--- config.mk ---
export PLATFORM = sky130hd
export DESIGN_NAME = ps2_keycode_rx
export DESIGN_NICKNAME = d
export VERILOG_FILES = /design/src/rtl/ps2_pkg.sv /design/src/rtl/ps2_frame_rx.sv /design/src/rtl/ps2_keycode_rx.sv
export SDC_FILE = /design/constraint.sdc
export NUM_CORES = 1
export LEC_CHECK = 0
export ABC_AREA = 1
export CAP_MARGIN = 20
export CELL_PAD_IN_SITES_DETAIL_PLACEMENT = 1
export CELL_PAD_IN_SITES_GLOBAL_PLACEMENT = 1
export CORE_MARGIN = 3
export CORE_UTILIZATION = 45
export CTS_CLUSTER_DIAMETER = 60
export DETAILED_ROUTE_END_ITERATION = 10
export DONT_BUFFER_PORTS = 1
export PLACE_DENSITY = 0.8
export SETUP_SLACK_MARGIN = 0.5
export SYNTH_ARGS = -nofsm -noshare
export SYNTH_HDL_FRONTEND = slang
export SYNTH_SLANG_ARGS = --single-unit
--- constraint.sdc ---
create_clock -name clk_50 -period 2.3 [get_ports clk_50]
set_input_delay 0.46 -clock clk_50 [delete_from_list [all_inputs] [get_ports clk_50]]
set_output_delay 0.46 -clock clk_50 [all_outputs]
set_load 0.1 [all_outputs]
--- src/rtl/ps2_pkg.sv ---
// Shared types, scan-code set 2 constants and key-mapping helpers for the
// PS/2 keyboard receiver.
package ps2_pkg;

  typedef enum logic [1:0] {
    ST_IDLE   = 2'd0,
    ST_DATA   = 2'd1,
    ST_PARITY = 2'd2,
    ST_STOP   = 2'd3
  } frame_state_e;

  // Set-2 prefixes and special bytes
  localparam logic [7:0] SC_BRK   = 8'hF0;
  localparam logic [7:0] SC_EXT   = 8'hE0;
  localparam logic [7:0] SC_BAT   = 8'hAA;

  // Set-2 make codes of the mapped keys
  localparam logic [7:0] SC_W     = 8'h1D;
  localparam logic [7:0] SC_A     = 8'h1C;
  localparam logic [7:0] SC_D     = 8'h23;
  localparam logic [7:0] SC_S     = 8'h1B;
  localparam logic [7:0] SC_SPACE = 8'h29;
  localparam logic [7:0] SC_ENTER = 8'h5A;

  // HID usage codes
  localparam logic [7:0] HID_NONE  = 8'h00;
  localparam logic [7:0] HID_W     = 8'h1A;
  localparam logic [7:0] HID_A     = 8'h04;
  localparam logic [7:0] HID_D     = 8'h07;
  localparam logic [7:0] HID_S     = 8'h16;
  localparam logic [7:0] HID_SPACE = 8'h2C;
  localparam logic [7:0] HID_ENTER = 8'h28;

  // Bit positions within the held-key mask
  localparam int IDX_W     = 0;
  localparam int IDX_A     = 1;
  localparam int IDX_D     = 2;
  localparam int IDX_S     = 3;
  localparam int IDX_SPACE = 4;
  localparam int IDX_ENTER = 5;
  localparam int NUM_KEYS  = 6;

  typedef struct packed {
    logic                hit;
    logic [NUM_KEYS-1:0] mask;
    logic [7:0]          hid;
  } keymap_t;

  // Translate a set-2 code into {hit, one-hot held bit, HID code}
  function automatic keymap_t map_code(input logic [7:0] code);
    keymap_t m;
    m = '{hit: 1'b0, mask: '0, hid: HID_NONE};
    case (code)
      SC_W:     m = '{hit: 1'b1, mask: NUM_KEYS'(1) << IDX_W,     hid: HID_W};
      SC_A:     m = '{hit: 1'b1, mask: NUM_KEYS'(1) << IDX_A,     hid: HID_A};
      SC_D:     m = '{hit: 1'b1, mask: NUM_KEYS'(1) << IDX_D,     hid: HID_D};
      SC_S:     m = '{hit: 1'b1, mask: NUM_KEYS'(1) << IDX_S,     hid: HID_S};
      SC_SPACE: m = '{hit: 1'b1, mask: NUM_KEYS'(1) << IDX_SPACE, hid: HID_SPACE};
      SC_ENTER: m = '{hit: 1'b1, mask: NUM_KEYS'(1) << IDX_ENTER, hid: HID_ENTER};
      default:  m = '{hit: 1'b0, mask: '0, hid: HID_NONE};
    endcase
    return m;
  endfunction

  // HID code of a held-mask bit position
  function automatic logic [7:0] idx_hid(input int idx);
    logic [7:0] h;
    case (idx)
      IDX_W:     h = HID_W;
      IDX_A:     h = HID_A;
      IDX_D:     h = HID_D;
      IDX_S:     h = HID_S;
      IDX_SPACE: h = HID_SPACE;
      IDX_ENTER: h = HID_ENTER;
      default:   h = HID_NONE;
    endcase
    return h;
  endfunction

  // HID code of the lowest-index held key, or none
  function automatic logic [7:0] lowest_hid(input logic [NUM_KEYS-1:0] held);
    logic [7:0] h;
    h = HID_NONE;
    for (int i = NUM_KEYS - 1; i >= 0; i--) begin
      if (held[i]) h = idx_hid(i);
    end
    return h;
  endfunction

endpackage

--- src/rtl/ps2_frame_rx.sv ---
// PS/2 frame receiver: pin synchronizers, clock glitch filter, 11-bit frame
// FSM with parity/stop checking and an inactivity timeout.
module ps2_frame_rx
  import ps2_pkg::*;
#(
  parameter int FILTER_LEN     = 8,
  parameter int TIMEOUT_CYCLES = 10000
) (
  input  logic       clk_i,
  input  logic       rst_ni,
  input  logic       ps2_clk_i,
  input  logic       ps2_dat_i,
  output logic [7:0] rx_byte_o,
  output logic       rx_valid_o,
  output logic       frame_err_o
);

  localparam int FCW = $clog2(FILTER_LEN + 1);
  localparam int TOW = $clog2(TIMEOUT_CYCLES + 1);

  logic [1:0]     clk_sync_q, dat_sync_q;
  logic           filt_q, filt_d;
  logic [FCW-1:0] fcnt_q, fcnt_d;
  logic           strobe;
  logic           dat;

  frame_state_e   state_q, state_d;
  logic [2:0]     bitcnt_q, bitcnt_d;
  logic [7:0]     shift_q, shift_d;
  logic           par_q, par_d;
  logic [TOW-1:0] tocnt_q, tocnt_d;
  logic [7:0]     rx_byte_q, rx_byte_d;
  logic           rx_valid_q, rx_valid_d;
  logic           err_q, err_d;

  // Two-flop synchronizers; idle-high lines reset to 1 so no false edge appears
  always_ff @(posedge clk_i or negedge rst_ni) begin
    if (!rst_ni) begin
      clk_sync_q <= 2'b11;
      dat_sync_q <= 2'b11;
    end else begin
      clk_sync_q <= {clk_sync_q[0], ps2_clk_i};
      dat_sync_q <= {dat_sync_q[0], ps2_dat_i};
    end
  end

  assign dat = dat_sync_q[1];

  // Filtered clock flips only after FILTER_LEN consecutive disagreeing samples
  always_comb begin
    filt_d = filt_q;
    fcnt_d = '0;
    if (clk_sync_q[1] != filt_q) begin
      if (fcnt_q == FCW'(FILTER_LEN - 1)) begin
        filt_d = clk_sync_q[1];
      end else begin
        fcnt_d = fcnt_q + FCW'(1);
      end
    end
  end

  // A falling edge of the filtered clock is the bit-sample strobe
  assign strobe = filt_q & ~filt_d;

  // Filter state
  always_ff @(posedge clk_i or negedge rst_ni) begin
    if (!rst_ni) begin
      filt_q <= 1'b1;
      fcnt_q <= '0;
    end else begin
      filt_q <= filt_d;
      fcnt_q <= fcnt_d;
    end
  end

  // Frame FSM next-state, timeout and result strobes
  always_comb begin
    state_d    = state_q;
    bitcnt_d   = bitcnt_q;
    shift_d    = shift_q;
    par_d      = par_q;
    tocnt_d    = '0;
    rx_byte_d  = rx_byte_q;
    rx_valid_d = 1'b0;
    err_d      = 1'b0;

    // Inactivity timeout: only while a frame is in progress, reset by each strobe
    if (state_q != ST_IDLE && !strobe) begin
      if (tocnt_q == TOW'(TIMEOUT_CYCLES - 1)) begin
        err_d   = 1'b1;
        state_d = ST_IDLE;
      end else begin
        tocnt_d = tocnt_q + TOW'(1);
      end
    end

    if (strobe) begin
      case (state_q)
        ST_IDLE: begin
          if (!dat) begin
            state_d  = ST_DATA;
            bitcnt_d = '0;
          end
        end
        ST_DATA: begin
          shift_d  = {dat, shift_q[7:1]};
          bitcnt_d = bitcnt_q + 3'd1;
          if (bitcnt_q == 3'd7) state_d = ST_PARITY;
        end
        ST_PARITY: begin
          par_d   = dat;
          state_d = ST_STOP;
        end
        ST_STOP: begin
          if (dat && (^{shift_q, par_q})) begin
            rx_byte_d  = shift_q;
            rx_valid_d = 1'b1;
          end else begin
            err_d = 1'b1;
          end
          state_d = ST_IDLE;
        end
        default: state_d = ST_IDLE;
      endcase
    end
  end

  // Frame FSM state and output registers
  always_ff @(posedge clk_i or negedge rst_ni) begin
    if (!rst_ni) begin
      state_q    <= ST_IDLE;
      bitcnt_q   <= '0;
      shift_q    <= '0;
      par_q      <= 1'b0;
      tocnt_q    <= '0;
      rx_byte_q  <= '0;
      rx_valid_q <= 1'b0;
      err_q      <= 1'b0;
    end else begin
      state_q    <= state_d;
      bitcnt_q   <= bitcnt_d;
      shift_q    <= shift_d;
      par_q      <= par_d;
      tocnt_q    <= tocnt_d;
      rx_byte_q  <= rx_byte_d;
      rx_valid_q <= rx_valid_d;
      err_q      <= err_d;
    end
  end

  assign rx_byte_o   = rx_byte_q;
  assign rx_valid_o  = rx_valid_q;
  assign frame_err_o = err_q;

endmodule

--- src/rtl/ps2_keycode_rx.sv ---
// PS/2 set-2 keyboard receiver producing the HID keycode of the most recent
// held movement/menu key, plus the held-key mask and raw-byte diagnostics.
module ps2_keycode_rx
  import ps2_pkg::*;
#(
  parameter int FILTER_LEN     = 8,
  parameter int TIMEOUT_CYCLES = 10000
) (
  input  logic       clk_50,
  input  logic       Reset_n,
  input  logic       PS2_CLK,
  input  logic       PS2_DAT,
  output logic [7:0] keycode,
  output logic [5:0] held,
  output logic       key_event,
  output logic [7:0] rx_byte,
  output logic       rx_valid,
  output logic       frame_err
);

  logic                brk_q, brk_d;
  logic                ext_q, ext_d;
  logic [NUM_KEYS-1:0] held_q, held_d;
  logic [7:0]          kc_q, kc_d;
  logic                ev_q, ev_d;
  keymap_t             m;

  ps2_frame_rx #(
    .FILTER_LEN    (FILTER_LEN),
    .TIMEOUT_CYCLES(TIMEOUT_CYCLES)
  ) u_frame (
    .clk_i      (clk_50),
    .rst_ni     (Reset_n),
    .ps2_clk_i  (PS2_CLK),
    .ps2_dat_i  (PS2_DAT),
    .rx_byte_o  (rx_byte),
    .rx_valid_o (rx_valid),
    .frame_err_o(frame_err)
  );

  assign m = map_code(rx_byte);

  // Make/break decoder: prefix flags, held mask and most-recent keycode
  always_comb begin
    brk_d  = brk_q;
    ext_d  = ext_q;
    held_d = held_q;
    kc_d   = kc_q;
    ev_d   = 1'b0;
    if (rx_valid) begin
      if (rx_byte == SC_BRK) begin
        brk_d = 1'b1;
      end else if (rx_byte == SC_EXT) begin
        ext_d = 1'b1;
      end else begin
        brk_d = 1'b0;
        ext_d = 1'b0;
        // Extended codes (E0 xx) share numbers with the mapped keys; drop them
        if (!ext_q) begin
          if (rx_byte == SC_BAT && !brk_q) begin
            held_d = '0;
            kc_d   = HID_NONE;
          end else if (m.hit) begin
            if (!brk_q) begin
              held_d = held_q | m.mask;
              kc_d   = m.hid;
              ev_d   = 1'b1;
            end else if ((held_q & m.mask) != '0) begin
              held_d = held_q & ~m.mask;
              if (kc_q == m.hid) kc_d = lowest_hid(held_d);
            end
          end
        end
      end
    end
  end

  // Decoder registers
  always_ff @(posedge clk_50 or negedge Reset_n) begin
    if (!Reset_n) begin
      brk_q  <= 1'b0;
      ext_q  <= 1'b0;
      held_q <= '0;
      kc_q   <= HID_NONE;
      ev_q   <= 1'b0;
    end else begin
      brk_q  <= brk_d;
      ext_q  <= ext_d;
      held_q <= held_d;
      kc_q   <= kc_d;
      ev_q   <= ev_d;
    end
  end

  assign keycode   = kc_q;
  assign held      = held_q;
  assign key_event = ev_q;

endmodule

==> reports/metrics.cfg <==
[power_and_ir_drop]
leakagePower_nw=2.03
irDropWorstVdd_mv=0.547
pwr_density_cell_nw_per_um2=632

[routing]
wl_per_cell_um=16.9
drt_first_pass_iters=6
drc=0
drtIter0Drc=99
postRouteAntennaNets=0
vias=3025
routed_wl_um=9610
avgViaCountPerCell=5.34

[timing]
holdWs_ns=-0.199
slew_violations=0
fin_skew_ns=0.0125
rsz0062_at_grt=yes
setup_viol=0
hold_viol=62
min_period_over_period_pct=82.2
fmax_mhz=529
finalCriticalPeriod_ns=1.89
tns_ns=0

[die]
core_um2=7290
initial_core_util_pct=46.7
chipHeight_um=93.0
die-area_um2=8640
dieWidth_um=93.0
num_rows=31
ios=29

[logic_synthesis]
ys.flop_type=dfrtp_1
synth.distinct_cells=44
synth_area_leaders=dfrtp_1, nand2_1, inv_1
synth_area_um2=3400
ys_ff_latch=62
synth_edf_count=0
seq_area_frac_synth_pct=45.8
synthCells=412
synthArstFlopShare_pct=100
avgSynthCellArea_um2=8.26
yosysTopAreaCell=dfrtp_1
ys_warn_count=0
synth_top_area_share_pct=41.9

[critical_path]
end_kind=flop
cpMostUsedCell=nand2_4
cpLargestDelayFamily=simple AND/OR/NAND/NOR gates
max_stage_delay_ns=0.52
critPathLaunchType=flop
crit_chain=inv_4, nand2_4, nor2_4, nand2_4, o21ai_2, nor2_1, nand2_2, nand2_4, nor2_8, buf_4, nand3_1, nand2_1
cp_slowest_cell=dfrtp_4
critPathKind=flop to flop
worstPathRequired_ns=2.58
critPathBufInv=2
crit_path_max_fanout=8
arrival_ns=2.17

[placed_design]
gp_congestion=0.851
place_area_um2=3750
io_buffers=0
place_inst=531
dp_hpwl_um=6100

[run_status]
violations=hold timing
outcome=finished with violations

[cells_and_area]
fin_nets=471
areaGrowthSynthToFinish_pct=26.1
final_cell_mix=nand2_1, inv_1, dfrtp_1
layout_commonest_cell=nand2_1
final_cells=567
seqCellArea_um2=1600
final_area_um2=4290
multi_input_comb_area_um2=1830
drive_gt1_share_pct=34.6
num_antenna_cells=0
fillCellCount=897

[global_routing]
antenna_found_initial=0
grt_pass1_vias=3139
grt_max_degree=63
gr-total-overflow=0
grt_pass1_wl_um=15300
grtUsageTotal_pct=22.4

[hold_path]
hold_path_class=primary input to asynchronous set/reset pin

[clocking]
cts_sinks=62
tritoncts=built
cts.clk_slew.worst_paths_ns=0.07
clk_path_buf_depth=2
cts_buffers=9
cts_max_level=3
cts_root_buffer=clkbuf_8
clk-insertion-delay-late_ns=0.34

[run]
drv_cap=0

worst reg2reg max path: stages, from the launching register on:
cell	delay, ns
dfrtp_4	0.52
inv_4	0.09
nand2_4	0.06
nor2_4	0.21
nand2_4	0.13
o21ai_2	0.16
nor2_1	0.07
nand2_2	0.07
nand2_4	0.07
nor2_8	0.15
buf_4	0.15
nand3_1	0.08
nand2_1	0.07
area by class of cell:
cell class	instances	share of cell area, %
Clock buffer	13	3.47
Clock inverter	3	0.466
Inverter	58	5.36
Multi-Input combinational cell	288	42.6
Sequential cell	62	37.2
Tap cell	99	2.89
Timing Repair Buffer	44	8.05
repair_timing:
action                                  in CTS  in global routing
endpoints found under the hold margin       62                 62
gates resized for setup                     23                 35
endpoints found under the setup margin      42                 46
buffers inserted                             8                 11
pin swaps                                   13                 18
gates cloned                                 1                  0
Yosys cell counts (all sizes together) (2+ instances only):
| cell | instances |
|---|---|
| a21oi | 9 |
| a221oi | 2 |
| a22o | 2 |
| buf | 5 |
| dfrtp | 57 |
| dfstp | 5 |
| ha | 4 |
| inv | 58 |
| nand2 | 110 |
| nand3 | 27 |
| nand4 | 8 |
| nor2 | 50 |
| nor3 | 8 |
| nor3b | 3 |
| o21ai | 33 |
| o22ai | 5 |
| xnor2 | 8 |
| xor2 | 6 |
state kept, by name (all words and copies together), names as in the netlist, 2 cells and up:
| register | count |
|---|---|
| u_frame.rx_byte_o | 8 |
| u_frame.tocnt_q | 14 |
| u_frame.clk_sync_q | 2 |
| u_frame.bitcnt_q | 3 |
| u_frame.fcnt_q | 4 |
| u_frame.shift_q | 8 |
| u_frame.dat_sync_q | 2 |
| held | 6 |
| keycode | 6 |
| u_frame.state_q | 2 |
power by group:
group	switching [mW]	internal [mW]	total (mW)
combinational	0.355	0.230	0.585
clock	0.443	0.420	0.863
sequential	0.0779	1.19	1.26
total	0.876	1.84	2.71
through the flow:
stage               total power, mW  setup slack, ns  util (%)
floorplan                      1.58            0.439         -
global placement               1.65            0.151      51.4
detailed placement             1.68           0.0413      51.4
CTS                            2.60            0.441      55.8
global route                   2.85            0.305      58.9
finish                         2.71            0.410      58.9
worst paths after layout:
path | start | end | slack (ns) | cells past startpoint
worst max register to register | u_frame.rx_byte_o[4]$_DFFE_PN0P_ | keycode[5]$_DFFE_PN0P_ | 0.41 | 12
worst max-delay path | u_frame.rx_byte_o[4]$_DFFE_PN0P_ | keycode[5]$_DFFE_PN0P_ | 0.41 | 12
max in group asynchronous | Reset_n | u_frame.clk_sync_q[0]$_DFF_PN1_ | 2.31 | 0
worst min register to register | u_frame.clk_sync_q[0]$_DFF_PN1_ | u_frame.clk_sync_q[1]$_DFF_PN1_ | 0.36 | 0
min in group clk_50 | PS2_DAT | u_frame.dat_sync_q[0]$_DFF_PN1_ | 0.11 | 0
worst min-delay path | Reset_n | ext_q$_DFFE_PN0P_ | -0.20 | 0
per-layer routing:
layer / routed length [um] / GRT usage, %
met4: 278 / 9.04
met1: 3990 / 26.9
met5: 0 / 0
met2: 5020 / 38.9
met3: 319 / 4.71
logic make-up after synthesis:
| family | after synthesis | share of synthesized area, % |
|---|---|---|
| buffers and inverters | 64 | 7.69 |
| and+or+nand+nor | 210 | 31.0 |
| xor gates and xnor gates | 14 | 3.60 |
| other | 1 | 0.110 |
| adders and majority gates | 4 | 1.47 |
| DFF | 62 | 45.8 |
| muxes | 1 | 0.331 |
| AOI/OAI and AO/OA | 56 | 10.0 |
No activity file was read; power rests on OpenSTA's default activity.
